==> src/rtl/sincos_pkg.sv <==
// Shared constants and enums for the sincos phase generator.
package sincos_pkg;

    // Width chosen so PI_Q24 stays positive when treated as signed.
    localparam int PI_W = 28;
    localparam logic signed [PI_W-1:0] PI_Q24 = 28'sd52707179;

    typedef enum logic {
        IDLE = 1'b0,
        RUN  = 1'b1
    } gen_state_t;

    typedef enum logic {
        TONE  = 1'b0,
        CHIRP = 1'b1
    } gen_mode_t;

endpackage

==> src/rtl/sincos_phase_fold.sv <==
// Pipeline stages 2 and 3: fold phase into [-pi/2, pi/2], then scale to Q3.24 radians.
module sincos_phase_fold
    import sincos_pkg::*;
#(
    parameter int PHASE_W = 32,
    parameter int ANGLE_W = 27
) (
    input  logic                      i_clk,
    input  logic                      i_reset,
    input  logic                      i_valid,
    input  logic                      i_last,
    input  logic [PHASE_W-1:0]        i_phase,
    output logic                      o_valid,
    output logic                      o_last,
    output logic                      o_cos_neg,
    output logic signed [ANGLE_W-1:0] o_angle,
    output logic                      o_busy
);

    localparam int PROD_W = PHASE_W + PI_W;
    localparam logic [PHASE_W-1:0] HALF_TURN = {1'b1, {(PHASE_W-1){1'b0}}};

    logic                      w_fold;
    logic signed [PHASE_W-1:0] r_a;
    logic                      r_s2_valid;
    logic                      r_s2_last;
    logic                      r_s2_cos_neg;

    // Top two bits 01 or 10 means outside [-quarter, +quarter); -quarter itself (11) stays put.
    assign w_fold = i_phase[PHASE_W-1] ^ i_phase[PHASE_W-2];

    always_ff @(posedge i_clk) begin
        if (i_reset) begin
            r_a          <= '0;
            r_s2_valid   <= 1'b0;
            r_s2_last    <= 1'b0;
            r_s2_cos_neg <= 1'b0;
            o_angle      <= '0;
            o_valid      <= 1'b0;
            o_last       <= 1'b0;
            o_cos_neg    <= 1'b0;
        end else begin
            r_a          <= w_fold ? (HALF_TURN - i_phase) : i_phase;
            r_s2_valid   <= i_valid;
            r_s2_last    <= i_last;
            r_s2_cos_neg <= w_fold;
            o_angle      <= ANGLE_W'((PROD_W'(r_a) * PROD_W'(PI_Q24)) >>> (PHASE_W-1));
            o_valid      <= r_s2_valid;
            o_last       <= r_s2_last;
            o_cos_neg    <= r_s2_cos_neg;
        end
    end

    assign o_busy = r_s2_valid | o_valid;

endmodule

==> src/rtl/sincos_phase_gen.sv <==
// NCO front end for the sincos core: config regs, run FSM, phase accumulator, sample counter.
module sincos_phase_gen
    import sincos_pkg::*;
#(
    parameter int PHASE_W = 32,
    parameter int ANGLE_W = 27,
    parameter int CNT_W   = 24
) (
    input  logic                      i_clk,
    input  logic                      i_reset,
    input  logic                      i_cfg_valid,
    output logic                      o_cfg_ready,
    input  logic                      i_cfg_mode,
    input  logic [PHASE_W-1:0]        i_cfg_freq,
    input  logic [PHASE_W-1:0]        i_cfg_step,
    input  logic [PHASE_W-1:0]        i_cfg_limit,
    input  logic [CNT_W-1:0]          i_cfg_count,
    input  logic                      i_start,
    input  logic                      i_stop,
    output logic signed [ANGLE_W-1:0] o_angle,
    output logic                      o_angle_valid,
    output logic                      o_cos_neg,
    output logic                      o_busy,
    output logic                      o_done
);

    gen_state_t         r_state;
    gen_state_t         w_state_next;
    gen_mode_t          r_cfg_mode;
    logic [PHASE_W-1:0] r_cfg_freq;
    logic [PHASE_W-1:0] r_cfg_step;
    logic [PHASE_W-1:0] r_cfg_limit;
    logic [CNT_W-1:0]   r_cfg_count;
    logic [PHASE_W-1:0] r_phase;
    logic [PHASE_W-1:0] r_freq;
    logic [CNT_W-1:0]   r_count;
    logic [PHASE_W-1:0] r_s1_phase;
    logic               r_s1_valid;
    logic               r_s1_last;

    logic               w_cfg_load;
    logic               w_start;
    logic               w_run;
    logic               w_last;
    logic [PHASE_W-1:0] w_freq_sum;
    logic               w_last_out;
    logic               w_valid_out;
    logic               w_fold_busy;

    assign w_run      = (r_state == RUN);
    assign w_cfg_load = (r_state == IDLE) & i_cfg_valid;
    // A config offer wins over a simultaneous start.
    assign w_start    = (r_state == IDLE) & i_start & ~i_cfg_valid;
    assign w_last     = w_run && (r_cfg_count != '0) && (r_count == r_cfg_count - CNT_W'(1));
    assign w_freq_sum = r_freq + r_cfg_step;

    always_comb begin
        w_state_next = r_state;
        case (r_state)
            IDLE:    if (w_start) w_state_next = RUN;
            RUN:     if (i_stop || w_last) w_state_next = IDLE;
            default: w_state_next = IDLE;
        endcase
    end

    always_ff @(posedge i_clk) begin
        if (i_reset) begin
            r_state <= IDLE;
        end else begin
            r_state <= w_state_next;
        end
    end

    always_ff @(posedge i_clk) begin
        if (i_reset) begin
            r_cfg_mode  <= TONE;
            r_cfg_freq  <= '0;
            r_cfg_step  <= '0;
            r_cfg_limit <= '0;
            r_cfg_count <= '0;
            r_phase     <= '0;
            r_freq      <= '0;
            r_count     <= '0;
            r_s1_phase  <= '0;
            r_s1_valid  <= 1'b0;
            r_s1_last   <= 1'b0;
        end else begin
            if (w_cfg_load) begin
                r_cfg_mode  <= gen_mode_t'(i_cfg_mode);
                r_cfg_freq  <= i_cfg_freq;
                r_cfg_step  <= i_cfg_step;
                r_cfg_limit <= i_cfg_limit;
                r_cfg_count <= i_cfg_count;
            end
            if (w_start) begin
                r_phase <= '0;
                r_freq  <= r_cfg_freq;
                r_count <= '0;
            end else if (w_run) begin
                r_phase <= r_phase + r_freq;
                r_count <= r_count + CNT_W'(1);
                if (r_cfg_mode == CHIRP) begin
                    r_freq <= (w_freq_sum >= r_cfg_limit) ? r_cfg_freq : w_freq_sum;
                end
            end
            r_s1_phase <= r_phase;
            r_s1_valid <= w_run;
            r_s1_last  <= w_last;
        end
    end

    sincos_phase_fold #(
        .PHASE_W (PHASE_W),
        .ANGLE_W (ANGLE_W)
    ) u_fold (
        .i_clk     (i_clk),
        .i_reset   (i_reset),
        .i_valid   (r_s1_valid),
        .i_last    (r_s1_last),
        .i_phase   (r_s1_phase),
        .o_valid   (w_valid_out),
        .o_last    (w_last_out),
        .o_cos_neg (o_cos_neg),
        .o_angle   (o_angle),
        .o_busy    (w_fold_busy)
    );

    assign o_angle_valid = w_valid_out;
    assign o_done        = w_valid_out & w_last_out;
    assign o_cfg_ready   = (r_state == IDLE);
    assign o_busy        = w_run | r_s1_valid | w_fold_busy;

endmodule
==> config.mk <==
export PLATFORM = sky130hd
export DESIGN_NAME = sincos_phase_gen
export DESIGN_NICKNAME = d
export VERILOG_FILES = /design/src/rtl/sincos_pkg.sv /design/src/rtl/sincos_phase_fold.sv /design/src/rtl/sincos_phase_gen.sv
export SDC_FILE = /design/constraint.sdc
export NUM_CORES = 2
export LEC_CHECK = 0
export ABC_CLOCK_PERIOD_IN_PS = 6400
export CORE_MARGIN = 2
export CORE_UTILIZATION = 32
export CTS_CLUSTER_SIZE = 20
export DETAILED_ROUTE_END_ITERATION = 6
export GPL_TIMING_DRIVEN = 0
export SYNTH_ARGS = -nofsm -noshare
export SYNTH_HDL_FRONTEND = slang
export SYNTH_SLANG_ARGS = --single-unit
==> constraint.sdc <==
create_clock -name i_clk -period 6.4 [get_ports i_clk]
set_input_delay 1.28 -clock i_clk [delete_from_list [all_inputs] [get_ports i_clk]]
set_output_delay 1.28 -clock i_clk [all_outputs]
set_load 0.005 [all_outputs]
==> impl_metrics.tcl <==
set metrics [dict create \
    power.leakage_nw 18.0 \
    gp_congestion 0.921 \
    maxCapViolations 0 \
    yosys.area_share.simple_pct 11.6 \
    antenna_found_initial 0 \
    min_period_ns 6.72 \
    totalWireLength_um 82700 \
    area_growth_pct 19.2 \
    synthXorXnorAreaFrac_pct 5.56 \
    htreeDepth 2 \
    max_stage_delay_ns 0.60 \
    yosysMostFrequentCell "inv_1" \
    path_clk_slew_ns 0.07 \
    rsz0062_at_grt "yes" \
    cellPowerDensity_mw_per_mm2 140 \
    fp.dieH_um 313 \
    cts-root-buf "clkbuf_16" \
    synth_edf_count 0 \
    netlist_instances 3409 \
    ir_drop_mv 0.138 \
    path_cells "clkinvlp_4 -> buf_4 -> fa_1 -> inv_1 -> fa_2 -> fa_1 -> ha_4 -> fa_1 -> fa_1 -> inv_1 -> fa_1 -> inv_1 -> ha_4 -> nand3_4 -> nor2_1 -> a221oi_2 -> and4bb_2 -> a21oi_4 -> a221o_2 -> a21o_4 -> a211oi_4 -> buf_4 -> xor2_1 -> nor2_1" \
    synth_top_area_share_pct 24.6 \
    chipWidth_um 313 \
    synth_top_family_by_area "adder cells" \
    die_area_mm2 0.0979 \
    first_global_vias 24300 \
    drc_errors 0 \
    final_hold_viol_count 0 \
    crit_family "adder cells" \
    rows 113 \
    syn-num-nets 4289 \
    antenna_left 0 \
    async_flop_share_pct 0 \
    ys.flop_type "dfxtp_1" \
    hp-class "flip-flop to flip-flop" \
    final_cell_area_mm2 0.0364 \
    drive_gt1_share_pct 8.67 \
    start_kind "flip-flop" \
    syn_avg_cell_area_um2 8.96 \
    vias 23400 \
    critPathKind "flip-flop to flip-flop" \
    synth_fa_ha_area_share_pct 40.1 \
    placed_cell_area_mm2 0.0338 \
    numCtsBuffers 38 \
    dr.first_iter.drc_count 1128 \
    worst_pin_slew_ns 1.05 \
    reg2reg_from "u_fold.r_a[19]" \
    tns_ns -2.62 \
    initial_core_util_pct 32.2 \
    final_nets 4558 \
    timing.slew.headroom_pct 30.1 \
    dp_cells 4831 \
    ioPinCount 158 \
    cp.required_ns 6.80 \
    status "finished, violations left" \
    crit_top_cell "fa_1" \
    port_buffers 157 \
    grt_pass1_wl_um 131000 \
    diodes 0 \
    finClkSkew_ns 0.0317 \
    hp-start "r_s1_last" \
    grt_max_degree 17 \
    clk_latency_ns 0.56 \
    drt-wirelength-per-cell_um 16.7 \
    fmax_ghz 0.149 \
    finalSetupViolCount 12 \
    setup_ws_ns -0.316 \
    clk_path_buf_depth 3 \
    netlist_top_cells_area "fa_1 (25%), dfxtp_1 (20%), ha_1 (15%)" \
    synth-seq-cells 309 \
    power_mw 5.11 \
    cts.sinks 309 \
    yosysWarnings 0 \
    synth.area.mux_share_pct 1.37 \
    path_buf_inv 6 \
    violations "setup timing" \
    fin_util_pct 38.4 \
    arrival_ns 7.11 \
    cp-startpoint "u_fold.r_a[19]" \
    hold_slack_ns 0.440 \
    crit_path_end_kind "flip-flop" \
    dpl.hpwl_um 69200 \
    preCtsSetupSlack_ns -1.01 \
    via_per_inst 4.71 \
    finalCritPeriodShare_pct 105 \
    core-area_mm2 0.0947 \
    yosysTopAreaCell "fa_1" \
    yosysSeqAreaShare_pct 20.3 \
    maxSlewViolCount 0 \
    instances_no_fill 4968 \
    grtUsageTotal_pct 16.8 \
    cp_max_fo 7 \
    drt_pass1_iterations 5 \
    cts_tree "done" \
    synth_common_cells "inv_1 (607), nand2_1 (382), ha_1 (378)" \
    grt_remaining_overflow 0 \
    synth_compound_area_share_pct 12.4 \
    syn_area_mm2 0.0305 \
    synth_cell_type_count 73 \
    cp_slowest_cell "fa_1" \
]
## cell usage in the layout (no fill, tap or decap), types with 49 or more instances in the layout
cell type and instances:
xor2_1 78, nor2b_1 49, dfxtp_1 277, xnor2_1 111
inv_1 575, ha_1 339, a21oi_1 270, clkdlybuf4s50_1 157
a21o_1 78, clkbuf_1 85, nor2_1 162, buf_4 68
fa_1 368, o21ai_0 99, nand2_1 382
## kinds of logic after synthesis
kind of cell	count (synthesis)
adder cells (fa/ha/maj)	754
AND/OR/NAND/NOR	787
XOR/XNOR	194
buffers and inverters	703
AO/OA/AOI/OAI	621
flip-flops	309
multiplexers	41
## timing repair
action                     4_1_cts  5_1_grt
resized for setup              132       47
hold buffers                     0        0
pin swaps                       43       50
setup endpoints to repair       20       17
setup buffers                   55       18
## power breakdown
part | switching, mW | total, mW | internal [mW]
clock network | 0.884 | 2.23 | 1.35
logic | 0.487 | 0.852 | 0.365
registers | 0.0556 | 2.03 | 1.98
total | 1.43 | 5.11 | 3.69
## area by class of cell
class | count | area [um2]
Fill cell | 9650 | 58300
Multi-Input combinational cell | 2397 | 22400
Sequential cell | 309 | 6300
Inverter | 607 | 2320
Timing Repair Buffer | 230 | 2150
Tap cell | 1265 | 1580
Clock buffer | 51 | 1110
Buffer | 95 | 360
Clock inverter | 14 | 174
## per-layer routing
layer  track usage [%]  part of all wire [%]  vias up  wire (um)
met3              2.35                   4.7      111       3870
met2              29.0                    48      484      39500
met4              4.15                   2.3        0       1920
met5                 0                     0        -          0
met1              22.2                    45    11200      37400
li1                  -                     -    11600          -
## state kept, by name (all words and copies together), names as in the netlist, 24 cells and up
name,count
r_cfg_count,24
r_cfg_freq,32
r_cfg_limit,32
r_cfg_step,32
r_count,24
r_freq,32
r_phase,32
r_s1_phase,32
u_fold.o_angle,27
u_fold.r_a,32
## final timing paths
path                                      endpoint  slack [ns]  cells past startpoint
worst min register to register    u_fold.r_s2_last        0.44                      1
worst max-delay path            u_fold.o_angle[18]       -0.32                     24
worst max register to register  u_fold.o_angle[18]       -0.32                     24
worst min-delay path              u_fold.r_s2_last        0.44                      1
Power figures use the tool's default switching activity.
